### src/rtl/theremin_sensor.sv
// theremin_sensor: dual-channel period meter for the theremin front end.
//
// Each channel measures the period of an asynchronous square wave in CLK
// cycles (optionally spanning 2^N input periods) and smooths it with a
// first-order IIR low-pass, acc += (sample_ext - acc) >>> K.
//
// Ports:
//   CLK            in   system clock
//   RESET          in   asynchronous active-low reset (release synchronized)
//   PITCH_FREQ_IN  in   pitch oscillator square wave (async to CLK)
//   VOLUME_FREQ_IN in   volume oscillator square wave (async to CLK)
//   PITCH_PERIOD   out  filtered pitch period, PITCH_OUTPUT_BITS wide
//   VOLUME_PERIOD  out  filtered volume period, VOLUME_OUTPUT_BITS wide

// One measurement-plus-filter path.
//   clk    in   system clock
//   rst_n  in   active-low reset, async assert / sync release
//   freq   in   raw oscillator input
//   period out  top OUTPUT_BITS of the filter accumulator
module theremin_channel #(
    parameter int COUNTER_BITS      = 12,
    parameter int OVERSAMPLING_BITS = 0,
    parameter int FILTER_K_SHIFT    = 2,
    parameter int OUTPUT_BITS       = 32,
    parameter int INTERNAL_BITS     = 32
) (
    input  logic                   clk,
    input  logic                   rst_n,
    input  logic                   freq,
    output logic [OUTPUT_BITS-1:0] period
);
    localparam int M     = COUNTER_BITS + OVERSAMPLING_BITS;
    localparam int GW    = (OVERSAMPLING_BITS > 0) ? OVERSAMPLING_BITS : 1;
    localparam int SHIFT = INTERNAL_BITS - M;

    logic [2:0]                    sync;       // [0],[1] synchronizer, [2] edge history
    logic                          rise;
    logic [GW-1:0]                 grp;        // rising edges seen, modulo 2^N
    logic                          sel;
    logic [M-1:0]                  cnt;
    logic                          armed;
    logic [M-1:0]                  sample;
    logic                          sample_vld;
    logic [INTERNAL_BITS-1:0]      acc;
    logic [INTERNAL_BITS-1:0]      sample_ext;
    logic signed [INTERNAL_BITS:0] delta;
    logic [INTERNAL_BITS-1:0]      step;

    assign rise = sync[1] & ~sync[2];
    // grp is pinned at zero when N=0, so every edge is selected.
    assign sel  = rise && (grp == '0);

    // Counter restarts at 1 on the selected edge: the edge cycle itself is
    // the first cycle of the next period, so an exact period P reads as P.
    always_ff @(posedge clk or negedge rst_n) begin
        if (!rst_n) begin
            sync       <= '0;
            grp        <= '0;
            cnt        <= '0;
            armed      <= 1'b0;
            sample     <= '0;
            sample_vld <= 1'b0;
        end else begin
            sync       <= {sync[1:0], freq};
            sample_vld <= 1'b0;
            if (rise)
                grp <= (OVERSAMPLING_BITS == 0) ? '0 : grp + GW'(1);
            if (sel) begin
                cnt   <= M'(1);
                armed <= 1'b1;
                if (armed) begin
                    sample     <= cnt;
                    sample_vld <= 1'b1;
                end
            end else if (cnt != '1) begin
                cnt <= cnt + M'(1);
            end
        end
    end

    // Sample is left-aligned so the accumulator is a fraction of full scale.
    assign sample_ext = INTERNAL_BITS'(sample) << SHIFT;
    assign delta      = $signed({1'b0, sample_ext}) - $signed({1'b0, acc});
    // The true sum always lands in [0, 2^I), so modular I-bit addition of the
    // floored step is exact.
    assign step       = INTERNAL_BITS'(delta >>> FILTER_K_SHIFT);

    always_ff @(posedge clk or negedge rst_n) begin
        if (!rst_n)
            acc <= '0;
        else if (sample_vld)
            acc <= acc + step;
    end

    assign period = acc[INTERNAL_BITS-1 -: OUTPUT_BITS];
endmodule

module theremin_sensor #(
    parameter int PITCH_COUNTER_BITS       = 12,
    parameter int PITCH_OVERSAMPLING_BITS  = 0,
    parameter int PITCH_FILTER_K_SHIFT     = 2,
    parameter int PITCH_OUTPUT_BITS        = 32,
    parameter int PITCH_INTERNAL_BITS      = 32,
    parameter int VOLUME_COUNTER_BITS      = 12,
    parameter int VOLUME_OVERSAMPLING_BITS = 0,
    parameter int VOLUME_FILTER_K_SHIFT    = 2,
    parameter int VOLUME_OUTPUT_BITS       = 32,
    parameter int VOLUME_INTERNAL_BITS     = 32
) (
    input  logic                          CLK,
    input  logic                          RESET,
    input  logic                          PITCH_FREQ_IN,
    input  logic                          VOLUME_FREQ_IN,
    output logic [PITCH_OUTPUT_BITS-1:0]  PITCH_PERIOD,
    output logic [VOLUME_OUTPUT_BITS-1:0] VOLUME_PERIOD
);
    // Asserts immediately, releases two clocks after RESET rises.
    logic [1:0] rst_pipe;
    logic       rst_n;

    always_ff @(posedge CLK or negedge RESET) begin
        if (!RESET)
            rst_pipe <= '0;
        else
            rst_pipe <= {rst_pipe[0], 1'b1};
    end

    assign rst_n = rst_pipe[1];

    theremin_channel #(
        .COUNTER_BITS      (PITCH_COUNTER_BITS),
        .OVERSAMPLING_BITS (PITCH_OVERSAMPLING_BITS),
        .FILTER_K_SHIFT    (PITCH_FILTER_K_SHIFT),
        .OUTPUT_BITS       (PITCH_OUTPUT_BITS),
        .INTERNAL_BITS     (PITCH_INTERNAL_BITS)
    ) u_pitch (
        .clk    (CLK),
        .rst_n  (rst_n),
        .freq   (PITCH_FREQ_IN),
        .period (PITCH_PERIOD)
    );

    theremin_channel #(
        .COUNTER_BITS      (VOLUME_COUNTER_BITS),
        .OVERSAMPLING_BITS (VOLUME_OVERSAMPLING_BITS),
        .FILTER_K_SHIFT    (VOLUME_FILTER_K_SHIFT),
        .OUTPUT_BITS       (VOLUME_OUTPUT_BITS),
        .INTERNAL_BITS     (VOLUME_INTERNAL_BITS)
    ) u_volume (
        .clk    (CLK),
        .rst_n  (rst_n),
        .freq   (VOLUME_FREQ_IN),
        .period (VOLUME_PERIOD)
    );
endmodule

### config.mk
export PLATFORM = sky130hd
export DESIGN_NAME = theremin_sensor
export DESIGN_NICKNAME = d
export VERILOG_FILES = /design/src/rtl/theremin_sensor.sv
export SDC_FILE = /design/constraint.sdc
export NUM_CORES = 1
export LEC_CHECK = 0
export CORE_ASPECT_RATIO = 0.9
export CORE_MARGIN = 2
export CORE_UTILIZATION = 30
export DETAILED_ROUTE_END_ITERATION = 12
export GPL_TIMING_DRIVEN = 0
export PLACE_DENSITY = 0.56
export SYNTH_ARGS = -nofsm -noshare
export SYNTH_HDL_FRONTEND = slang
export SYNTH_HIERARCHICAL = 1
export SYNTH_SLANG_ARGS = --single-unit
export TNS_END_PERCENT = 100
### constraint.sdc
create_clock -name CLK -period 5.2 [get_ports CLK]
set_input_delay 0.78 -clock CLK [delete_from_list [all_inputs] [get_ports CLK]]
set_output_delay 0.78 -clock CLK [all_outputs]
set_load 0.05 [all_outputs]
==> impl_metrics.env, run 1 <==
export IMPL_status="finished clean"
export IMPL_async_flop_share=1.00
export IMPL_r2r_cells=18
export IMPL_synth_xor_area_frac=0.0900
export IMPL_synth_ff_type="dfrtp_1"
export IMPL_remaining_drc_errors=0
export IMPL_antenna_found_initial=0
export IMPL_dr_pass1_iters=5
export IMPL_timing_hold_violations_final=0
export IMPL_drt_wl_total_um=23800
export IMPL_utilization=0.362
export IMPL_synth_fp_nets=1169
export IMPL_crit_path_frequent_cell="nand2_1"
export IMPL_grt_pass1_wl_um=40200
export IMPL_clock_sinks=124
export IMPL_arrival_ns=5.25
export IMPL_synthSimpleGateAreaFrac=0.170
export IMPL_cts_made_buffers=17
export IMPL_ys_top_cells_by_count="124 x dfrtp_1, 90 x a21oi_1, 90 x ha_1"
export IMPL_ant_nets=0
export IMPL_crit_end="u_pitch/period[30]"
export IMPL_cts_root_buf="clkbuf_16"
export IMPL_clk_path_buf_depth=2
export IMPL_yosysSeqAreaShare=0.319
export IMPL_drv_slew=0
export IMPL_synth_warnings=6
export IMPL_synthCells=1073
export IMPL_ys_types=65
export IMPL_fin_ws_ns=0.284
export IMPL_dieHeight_um=175
export IMPL_fmax_mhz=203
export IMPL_place_area_um2=11000
export IMPL_via_per_inst=5.17
export IMPL_slowest_delay_ns=0.99
export IMPL_crit_fanout=9
export IMPL_cts_tree="done"
export IMPL_r2r_end="u_pitch/period[30]"
export IMPL_worstMarginPinSlew_ns=1.24
export IMPL_synth_edf_count=0
export IMPL_dieArea_um2=33900
export IMPL_r2r_start="u_pitch/period[2]"
export IMPL_worst_setup_path_start_kind="register"
export IMPL_holdCritPathClass="reg -> reg"
export IMPL_dpl_worst_slack_ns=0.334
export IMPL_synth_mux_area_frac=0.0795
export IMPL_dr_total_vias=8217
export IMPL_synth_fa_ha_area_frac=0.120
export IMPL_slowest_stage="o41ai_1"
export IMPL_finalSetupViolations=0
export IMPL_crit_chain="or4_4 > buf_6 > or3_1 > buf_6 > nor2b_2 > nand2b_1 > or2_1 > nor2_1 > xor2_1 > ha_1 > nand2_1 > nor2_1 > nand2_1 > a21o_1 > nand2_1 > o41ai_1 > o311ai_0 > o211ai_1"
export IMPL_cp_end_kind="register"
export IMPL_required_ns=5.53
export IMPL_final_nets=1256
export IMPL_route_detailed_wl_per_inst_um=15.0
export IMPL_fin_crit_sh=0.945
export IMPL_grt_remaining_overflow=0
export IMPL_synth_area_leaders="dfrtp_1 32%, ha_1 12%, mux2_2 6.7%"
export IMPL_drv_cap=0
export IMPL_path_clk_slew_ns=0.06
export IMPL_yosysTopAreaCell="dfrtp_1"
export IMPL_maxSlewHeadroom=0.160
export IMPL_portBuffers=67
export IMPL_synth_top_family_by_area="compound AO/OA/AOI/OAI gates"
export IMPL_drive_gt1_frac=0.101
export IMPL_synth_compound_gate_area_share=0.191
export IMPL_cts_htree_levels=4
export IMPL_fin_area_um2=11600
export IMPL_synthToLayoutAreaGrowth_pct=19.0
export IMPL_routabilityCongestion=0.847
export IMPL_core_area_um2=32000
export IMPL_ys_ff_latch=124
export IMPL_synth_area_um2=9730
export IMPL_synth_most_common_cell="dfrtp_1"
export IMPL_start_util=0.304
export IMPL_grtUsageTotal=0.144
export IMPL_r2r_setup_slack_ns=0.28
export IMPL_ctsHoldBuffers=0
export IMPL_num_antenna_cells=0
export IMPL_clk_latency_ns=0.43
export IMPL_fin_crit_ns=4.92
export IMPL_rsz0062_at_grt="false"
export IMPL_synth_top_area_share=0.319
export IMPL_grt_max_degree=66
export IMPL_grt_pass1_vias=7810
export IMPL_setup_worst_path_class="reg -> reg"
export IMPL_hpwl_um=17800
export IMPL_clock_skew_ns=0.0130
export IMPL_syn_area_per_cell_um2=9.07
export IMPL_drt_iter0_markers=496
export IMPL_worstSetupStartpoint="u_pitch/period[2]"
export IMPL_postCtsSetupRepairBufs=0
export IMPL_die_w_um=194
export IMPL_rows=62
export IMPL_ios=68
## metrics by stage
step / cells / hold slack [ns] / TNS (ns)
final: 1589 / 0.353 / 0
after CTS: 1589 / 0.356 / 0
after floorplan: 1073 / 0.331 / 0
after global placement: 1556 / 0.338 / -50.61
after global routing: 1589 / 0.369 / 0
after detailed placement: 1557 / 0.336 / 0
## metal layers
layer / up-vias / track usage / part of all wire
met1: 3891 / 0.212 / 0.52
met2: 181 / 0.215 / 0.42
met3: 23 / 0.0266 / 0.043
li1: 4122 / - / -
met4: 0 / 0.0417 / 0.015
met5: - / 0 / 0
## critical path: cells and delay by family (launching register included)
kind                       cells  cell delay, ns
buffers and inverters          2            0.29
DFF                            1            0.44
xor gates and xnor gates       1            0.20
AOI/OAI and AO/OA              4            1.63
adders and majority gates      1            0.31
and+or+nand+nor               10            1.95
## placed cells by master, fill, tap and decap left out, types with 6 or more instances in the layout
master | synthesis | routed
mux2i_1 | 12 | 12
inv_1 | 42 | 42
nand3_1 | 40 | 40
ha_1 | 90 | 90
xnor2_1 | 60 | 60
nor2_1 | 74 | 74
xor2_1 | 40 | 40
o21ai_0 | 54 | 54
nand2b_1 | 8 | 8
mux2_2 | 58 | 58
o211ai_1 | 10 | 10
o21bai_1 | 10 | 10
a211oi_1 | 14 | 14
clkbuf_1 | 24 | 24
a21o_1 | 30 | 30
a21oi_1 | 90 | 90
nor3_1 | 20 | 20
clkbuf_16 | 0 | 17
nand4_1 | 6 | 6
or3_1 | 10 | 10
nor4_1 | 16 | 16
a21boi_0 | 6 | 6
o31a_1 | 6 | 6
dfrtp_1 | 124 | 123
a31oi_1 | 10 | 10
o21a_1 | 12 | 12
nor2b_1 | 6 | 6
nand2_1 | 86 | 86
clkdlybuf4s50_1 | 0 | 67
and3_1 | 20 | 20
## layout make-up
class	instances	area (um2)
fill	3287	20400
multi-input combinational	877	6330
sequential	124	3110
timing repair buffer	68	698
tap	416	520
clock buffer	19	453
clock inverter	13	168
inverter	42	158
buffer	30	143
## what timing repair did
| action | in CTS | in global routing |
|---|---|---|
| endpoints found under the setup margin | 0 | 1 |
| resized for setup | 0 | 1 |
| hold endpoints to repair | 0 | 0 |
## logic make-up after synthesis
logic type | Yosys count
compound gates | 286
xor+xnor | 100
fa+ha+maj | 92
buf+inv | 72
flops | 124
mux | 70
other cells | 1
simple gates | 328
## state kept, by name, indices dropped and copies added (netlist names)
signal,cells
u_volume/sample_vld,1
u_pitch/sample_vld,1
u_volume/sample,12
u_volume/period,32
u_pitch/sample,12
u_pitch/sync,3
u_pitch/cnt,12
u_pitch/period,32
u_volume/armed,1
u_pitch/armed,1
rst_pipe,2
u_volume/cnt,12
u_volume/sync,3
## worst min-delay path by stage
stage	slack [ns]	end	depth (start not counted)	start
finish	0.35	u_pitch/sync[1]	0	u_pitch/sync[0]
global route	0.37	u_pitch/sync[1]	0	u_pitch/sync[0]
CTS	0.36	u_pitch/sync[1]	0	u_pitch/sync[0]
detailed placement	0.34	rst_pipe[1]	0	rst_pipe[0]
global placement	0.34	rst_pipe[1]	0	rst_pipe[0]
floorplan	0.33	rst_pipe[1]	0	rst_pipe[0]
Power of run 1 is left out: the tool's default activity adds up to more than one toggle a clock period on the data nets, which glitch-free logic cannot reach.
==> run 2, diff against run 1 <==
--- a/config.mk
+++ b/config.mk
@@ -5,14 +5,14 @@
 export SDC_FILE = /design/constraint.sdc
 export NUM_CORES = 1
 export LEC_CHECK = 0
+export CELL_PAD_IN_SITES_DETAIL_PLACEMENT = 0
+export CELL_PAD_IN_SITES_GLOBAL_PLACEMENT = 1
 export CORE_ASPECT_RATIO = 0.9
-export CORE_MARGIN = 2
 export CORE_UTILIZATION = 30
 export DETAILED_ROUTE_END_ITERATION = 12
 export GPL_TIMING_DRIVEN = 0
-export PLACE_DENSITY = 0.56
+export PLACE_DENSITY = 0.67
 export SYNTH_ARGS = -nofsm -noshare
 export SYNTH_HDL_FRONTEND = slang
-export SYNTH_HIERARCHICAL = 1
 export SYNTH_SLANG_ARGS = --single-unit
 export TNS_END_PERCENT = 100
==> run 2 against run 1 <==
Count of clock-buffer cells in the layout stayed put. Final area is 0.44% higher. Clock skew is 0.0027 ns lower. Flip-flop and latch count stayed put. First-iteration DRC count is 21% lower. Die area is 2.1% lower. Register-to-register slack better by 0.08 ns. Via count is 3.4% lower. Global-route usage is 0.74 points higher. Synthesized area hardly changed. Largest cell class unchanged. Highest routed layer unchanged.
==> impl_metrics.env, run 2 <==
export IMPL_status="finished clean"
export IMPL_antenna_found_initial=0
export IMPL_synth_mux_area_frac=0.0782
export IMPL_ant_nets=0
export IMPL_grtUsageTotal=0.152
export IMPL_place_area_um2=11000
export IMPL_yosysSeqAreaShare=0.319
export IMPL_yosysTopAreaCell="dfrtp_1"
export IMPL_cts_tree="done"
export IMPL_clock_sinks=124
export IMPL_crit_chain="buf_2 > nor4_1 > and3_2 > nand2_1 > or3_1 > nor3_1 > nand2b_1 > nor2_1 > xor2_1 > ha_1 > clkbuf_1 > a21oi_1 > a21boi_0 > o2111a_1 > a211oi_1 > a211o_2 > a211oi_1 > xnor2_1 > nand2_1 > xnor2_1"
export IMPL_via_per_inst=4.96
export IMPL_num_antenna_cells=0
export IMPL_finalSetupViolations=0
export IMPL_ys_ff_latch=124
export IMPL_dieArea_um2=33200
export IMPL_cp_end_kind="register"
export IMPL_fin_area_um2=11600
export IMPL_ios=68
export IMPL_synth_edf_count=0
export IMPL_synth_compound_gate_area_share=0.170
export IMPL_worstMarginPinSlew_ns=0.720
export IMPL_arrival_ns=5.15
export IMPL_required_ns=5.52
export IMPL_synthToLayoutAreaGrowth_pct=19.5
export IMPL_synth_top_family_by_area="simple AND/OR/NAND/NOR gates"
export IMPL_remaining_drc_errors=0
export IMPL_grt_pass1_vias=7807
export IMPL_grt_pass1_wl_um=40300
export IMPL_slowest_delay_ns=0.39
export IMPL_crit_fanout=10
export IMPL_ys_top_cells_by_count="124 x dfrtp_1, 102 x nor2_1, 87 x ha_1"
export IMPL_synth_most_common_cell="dfrtp_1"
export IMPL_synth_top_area_share=0.319
export IMPL_fin_crit_ns=4.83
export IMPL_route_detailed_wl_per_inst_um=15.0
export IMPL_synth_fa_ha_area_frac=0.116
export IMPL_start_util=0.305
export IMPL_holdCritPathClass="reg -> async"
export IMPL_worst_setup_path_start_kind="register"
export IMPL_synth_fp_nets=1174
export IMPL_drt_wl_total_um=24000
export IMPL_dr_pass1_iters=5
export IMPL_hpwl_um=18200
export IMPL_dr_total_vias=7934
export IMPL_grt_remaining_overflow=0
export IMPL_clock_skew_ns=0.0104
export IMPL_synth_area_leaders="dfrtp_1 32%, ha_1 11%, xnor2_1 6.9%"
export IMPL_timing_hold_violations_final=0
export IMPL_die_w_um=192
export IMPL_dieHeight_um=173
export IMPL_final_common_cell="dfrtp_1"
export IMPL_drt_iter0_markers=394
export IMPL_synth_warnings=0
export IMPL_routabilityCongestion=0.829
export IMPL_fmax_mhz=207
export IMPL_maxSlewHeadroom=0.520
export IMPL_fin_crit_sh=0.929
export IMPL_syn_area_per_cell_um2=9.00
export IMPL_synthCells=1081
export IMPL_cts_root_buf="clkbuf_16"
export IMPL_clk_path_buf_depth=2
export IMPL_ys_types=71
export IMPL_async_flop_share=1.00
export IMPL_grt_max_degree=44
export IMPL_drive_gt1_frac=0.101
export IMPL_synth_ff_type="dfrtp_1"
export IMPL_core_area_um2=31900
export IMPL_portBuffers=67
export IMPL_rows=62
export IMPL_rsz0062_at_grt="false"
export IMPL_final_cell_mix="123 x dfrtp_1, 101 x nor2_1, 87 x ha_1, 84 x a21oi_1, 77 x xnor2_1"
export IMPL_synth_area_um2=9730
export IMPL_clk_latency_ns=0.43
export IMPL_cts_made_buffers=17
export IMPL_path_clk_slew_ns=0.06
export IMPL_drv_slew=0
export IMPL_final_nets=1263
export IMPL_drv_cap=0
export IMPL_slowest_stage="dfrtp_1"
export IMPL_synth_xor_area_frac=0.106
export IMPL_fillCellCount=3279
export IMPL_cts_htree_levels=4
export IMPL_synthSimpleGateAreaFrac=0.178
export IMPL_setup_worst_path_class="reg -> reg"
-- run 2: cell types whose count changed after synthesis, sizes merged, moves of 10 or more --
cell,before,now
xnor2,60,77
nor3,20,31
nand2,86,64
nor2,74,102
nand3,40,30
nand4,6,20
-- run 2: per-layer routing --
layer | track usage | up-vias | wire, um | part of all wire
met3 | 0.0276 | 16 | 695 | 0.029
met2 | 0.234 | 96 | 10800 | 0.45
met4 | 0.0400 | 0 | 231 | 0.0096
li1 | - | 4066 | - | -
met1 | 0.216 | 3756 | 12300 | 0.51
met5 | 0 | - | 0 | 0
-- run 2: kinds of logic after synthesis --
kind of cell / Yosys count
mux: 69
fa+ha+maj: 89
other cells: 1
simple gates: 338
buf+inv: 84
compound gates: 258
xor+xnor: 118
flops: 124
-- run 2: layout make-up --
cell class / count / area [um2] / share of cell area
inverter: 49 / 184 / 0.0158
sequential: 124 / 3110 / 0.267
multi-input combinational: 873 / 6340 / 0.545
timing repair buffer: 70 / 733 / 0.0630
clock inverter: 13 / 165 / 0.0142
clock buffer: 19 / 443 / 0.0381
buffer: 35 / 136 / 0.0117
tap: 416 / 520 / 0.0447
-- run 2: path summary, 6_finish.rpt --
| kind | from | end | slack (ns) | depth (start not counted) |
|---|---|---|---|---|
| setup / recovery | u_pitch.period[6] | u_pitch.period[31] | 0.37 | 20 |
| min in group CLK | u_pitch.sync[0] | u_pitch.sync[1] | 0.35 | 0 |
| max in group asynchronous | rst_pipe[1] | u_volume.period[19] | 3.98 | 2 |
| setup reg to reg | u_pitch.period[6] | u_pitch.period[31] | 0.37 | 20 |
| hold reg to reg | rst_pipe[1] | u_pitch.cnt[1] | 0.32 | 0 |
| hold / removal | rst_pipe[1] | u_pitch.cnt[1] | 0.32 | 0 |
-- run 2: repair_timing --
item                       4_1_cts  5_1_grt
pin swaps                        0        1
resized for setup                2        6
setup buffers                    0        1
hold buffers                     0        0
setup endpoints to repair        3       16
-- run 2: through the flow --
step	utilization	worst slack (ns)	cells	hold WS (ns)	TNS, ns
finish	0.365	0.368	1599	0.318	0
global route	0.365	0.0110	1599	0.357	0
CTS	0.364	0.0361	1598	0.353	0
detailed placement	0.344	-0.133	1566	0.338	-0.182
global placement	0.343	-0.404	1564	0.335	-47.92
floorplan	-	0.537	1081	0.331	0
-- run 2: worst max-delay path: cells and delay by family (launching register included) --
| kind | cells | cell delay (ns) |
|---|---|---|
| adder cells (fa/ha/maj) | 1 | 0.24 |
| buffers and inverters | 2 | 0.39 |
| AO/OA/AOI/OAI | 6 | 1.49 |
| AND/OR/NAND/NOR | 8 | 1.77 |
| XOR/XNOR | 3 | 0.44 |
| flip-flops | 1 | 0.39 |
Power of run 2 is left out for the same reason.
==> run 3, diff against run 2 <==
--- a/config.mk
+++ b/config.mk
@@ -9,10 +9,12 @@
 export CELL_PAD_IN_SITES_GLOBAL_PLACEMENT = 1
 export CORE_ASPECT_RATIO = 0.9
 export CORE_UTILIZATION = 30
+export CTS_CLUSTER_SIZE = 25
 export DETAILED_ROUTE_END_ITERATION = 12
 export GPL_TIMING_DRIVEN = 0
-export PLACE_DENSITY = 0.67
+export PLACE_DENSITY = 0.66
 export SYNTH_ARGS = -nofsm -noshare
 export SYNTH_HDL_FRONTEND = slang
+export SYNTH_HIERARCHICAL = 1
 export SYNTH_SLANG_ARGS = --single-unit
 export TNS_END_PERCENT = 100
==> run 3 against run 2 <==
First-iteration DRC count is 20% higher. Via count increased by 3.4%. Critical path depth fell by 1. Setup slack got worse by 0.039 ns. Count of clock-buffer cells in the layout shrank 2. Clock skew fell by 0.0019 ns. Register-to-register slack got worse by 0.04 ns. Flip-flop and latch count unchanged. Fmax shrank 0.81%. Sequential share of layout area grew 0.10 points.
==> impl_metrics.env, run 3 (same netlist as run 1, synthesis figures left out) <==
export IMPL_route_detailed_wl_per_inst_um=15.7
export IMPL_die_w_um=192
export IMPL_grt_remaining_overflow=0
export IMPL_start_util=0.305
export IMPL_ios=68
export IMPL_final_nets=1257
export IMPL_cp_end_kind="register"
export IMPL_timing_hold_violations_final=0
export IMPL_drt_iter0_markers=471
export IMPL_fin_crit_ns=4.87
export IMPL_clock_sinks=124
export IMPL_dieArea_um2=33200
export IMPL_final_cells=1590
export IMPL_fin_ws_ns=0.328
export IMPL_r2r_cells=19
export IMPL_cts_htree_levels=4
export IMPL_final_cell_mix="123 x dfrtp_1, 90 x a21oi_1, 90 x ha_1, 86 x nand2_1, 74 x nor2_1"
export IMPL_required_ns=5.49
export IMPL_dr_pass1_iters=5
export IMPL_hpwl_um=18700
export IMPL_postCtsSetupRepairBufs=0
export IMPL_fin_crit_sh=0.937
export IMPL_multiInputGateArea_um2=6330
export IMPL_fmax_mhz=205
export IMPL_cts_root_buf="clkbuf_16"
export IMPL_dieHeight_um=173
export IMPL_synthToLayoutAreaGrowth_pct=19.1
export IMPL_worst_setup_path_start_kind="register"
export IMPL_placed_cells=1558
export IMPL_crit_fanout=9
export IMPL_clk_latency_ns=0.43
export IMPL_ant_nets=0
export IMPL_maxSlewHeadroom=0.287
export IMPL_clock_skew_ns=0.00848
export IMPL_status="finished clean"
export IMPL_holdCritPathClass="reg -> async"
export IMPL_r2r_setup_slack_ns=0.33
export IMPL_register_area_um2=3110
export IMPL_r2r_start="u_volume/period[2]"
export IMPL_arrival_ns=5.16
export IMPL_worstMarginPinSlew_ns=1.06
export IMPL_utilization=0.363
export IMPL_fin_hold_ws_ns=0.131
export IMPL_core_area_um2=31900
export IMPL_dr_total_vias=8204
export IMPL_via_per_inst=5.16
export IMPL_routabilityCongestion=0.848
export IMPL_antenna_found_initial=0
export IMPL_fillCellCount=3289
export IMPL_remaining_drc_errors=0
export IMPL_grtUsageTotal=0.157
export IMPL_grt_max_degree=63
export IMPL_r2r_end="u_volume/period[29]"
export IMPL_cts_tree="done"
export IMPL_grt_pass1_wl_um=41800
export IMPL_path_clk_slew_ns=0.07
export IMPL_cts_made_buffers=17
export IMPL_drv_cap=0
export IMPL_setup_worst_path_class="reg -> reg"
export IMPL_grt_pass1_vias=8106
export IMPL_clk_path_buf_depth=2
export IMPL_drive_gt1_frac=0.102
export IMPL_rsz0062_at_grt="false"
export IMPL_rows=62
export IMPL_dpl_worst_slack_ns=0.334
export IMPL_finalSetupViolations=0
export IMPL_final_common_cell="dfrtp_1"
export IMPL_drv_slew=0
export IMPL_portBuffers=67
export IMPL_num_antenna_cells=0
export IMPL_drt_wl_total_um=24900
==> run 3: worst max-delay path by stage <==
stage                                  start                  end  slack, ns  depth (start not counted)
after global placement           rst_pipe[1]  u_volume/period[12]      -0.59                          0
after detailed placement  u_volume/period[2]  u_volume/period[29]       0.33                         19
after global routing       u_pitch/period[2]   u_pitch/period[29]       0.04                         18
after CTS                 u_volume/period[2]  u_volume/period[29]       0.30                         19
final                     u_volume/period[2]  u_volume/period[29]       0.33                         19
after floorplan            u_pitch/period[2]   u_pitch/period[29]       0.72                         19
==> run 3: stage by stage <==
step,TNS [ns],cell area [um2]
finish,0,11600
global route,0,11600
CTS,0,11600
detailed placement,0,11000
global placement,-70.39,10900
floorplan,0,9730
==> run 3: cell type report <==
cell class	instances	share of cell area
Buffer	30	0.0123
Clock inverter	15	0.0150
Multi-Input combinational cell	877	0.547
Sequential cell	124	0.268
Clock buffer	17	0.0367
Tap cell	416	0.0449
Timing Repair Buffer	69	0.0626
Inverter	42	0.0136
==> run 3: metal layers <==
metal | routed length [um] | share of wire | GRT usage
met5 | 0 | 0 | 0
met4 | 195 | 0.0078 | 0.0334
met2 | 10800 | 0.43 | 0.238
met1 | 13200 | 0.53 | 0.230
met3 | 710 | 0.029 | 0.0272
==> run 3: worst max-delay path, cell delays in order, from the launching register on <==
cell and delay [ns]:
dfrtp_1 0.47, or4_4 0.56, buf_6 0.15, or3_1 0.36, buf_6 0.16, and3b_1 0.27
o21ai_1 0.15, nor2_1 0.15, o21a_1 0.14, nor2_1 0.05, xnor2_1 0.23, ha_1 0.35
and3_1 0.23, and3_1 0.19, a22o_1 0.20, or3_1 0.30, o221ai_1 0.33, o21ai_0 0.17
xnor2_1 0.18, mux2i_1 0.09
==> run 3: what timing repair did <==
| action | in CTS | in global routing |
|---|---|---|
| gates resized for setup | 0 | 1 |
| hold buffers | 0 | 0 |
| setup endpoints to repair | 0 | 1 |
Power of run 3 is left out for the same reason.
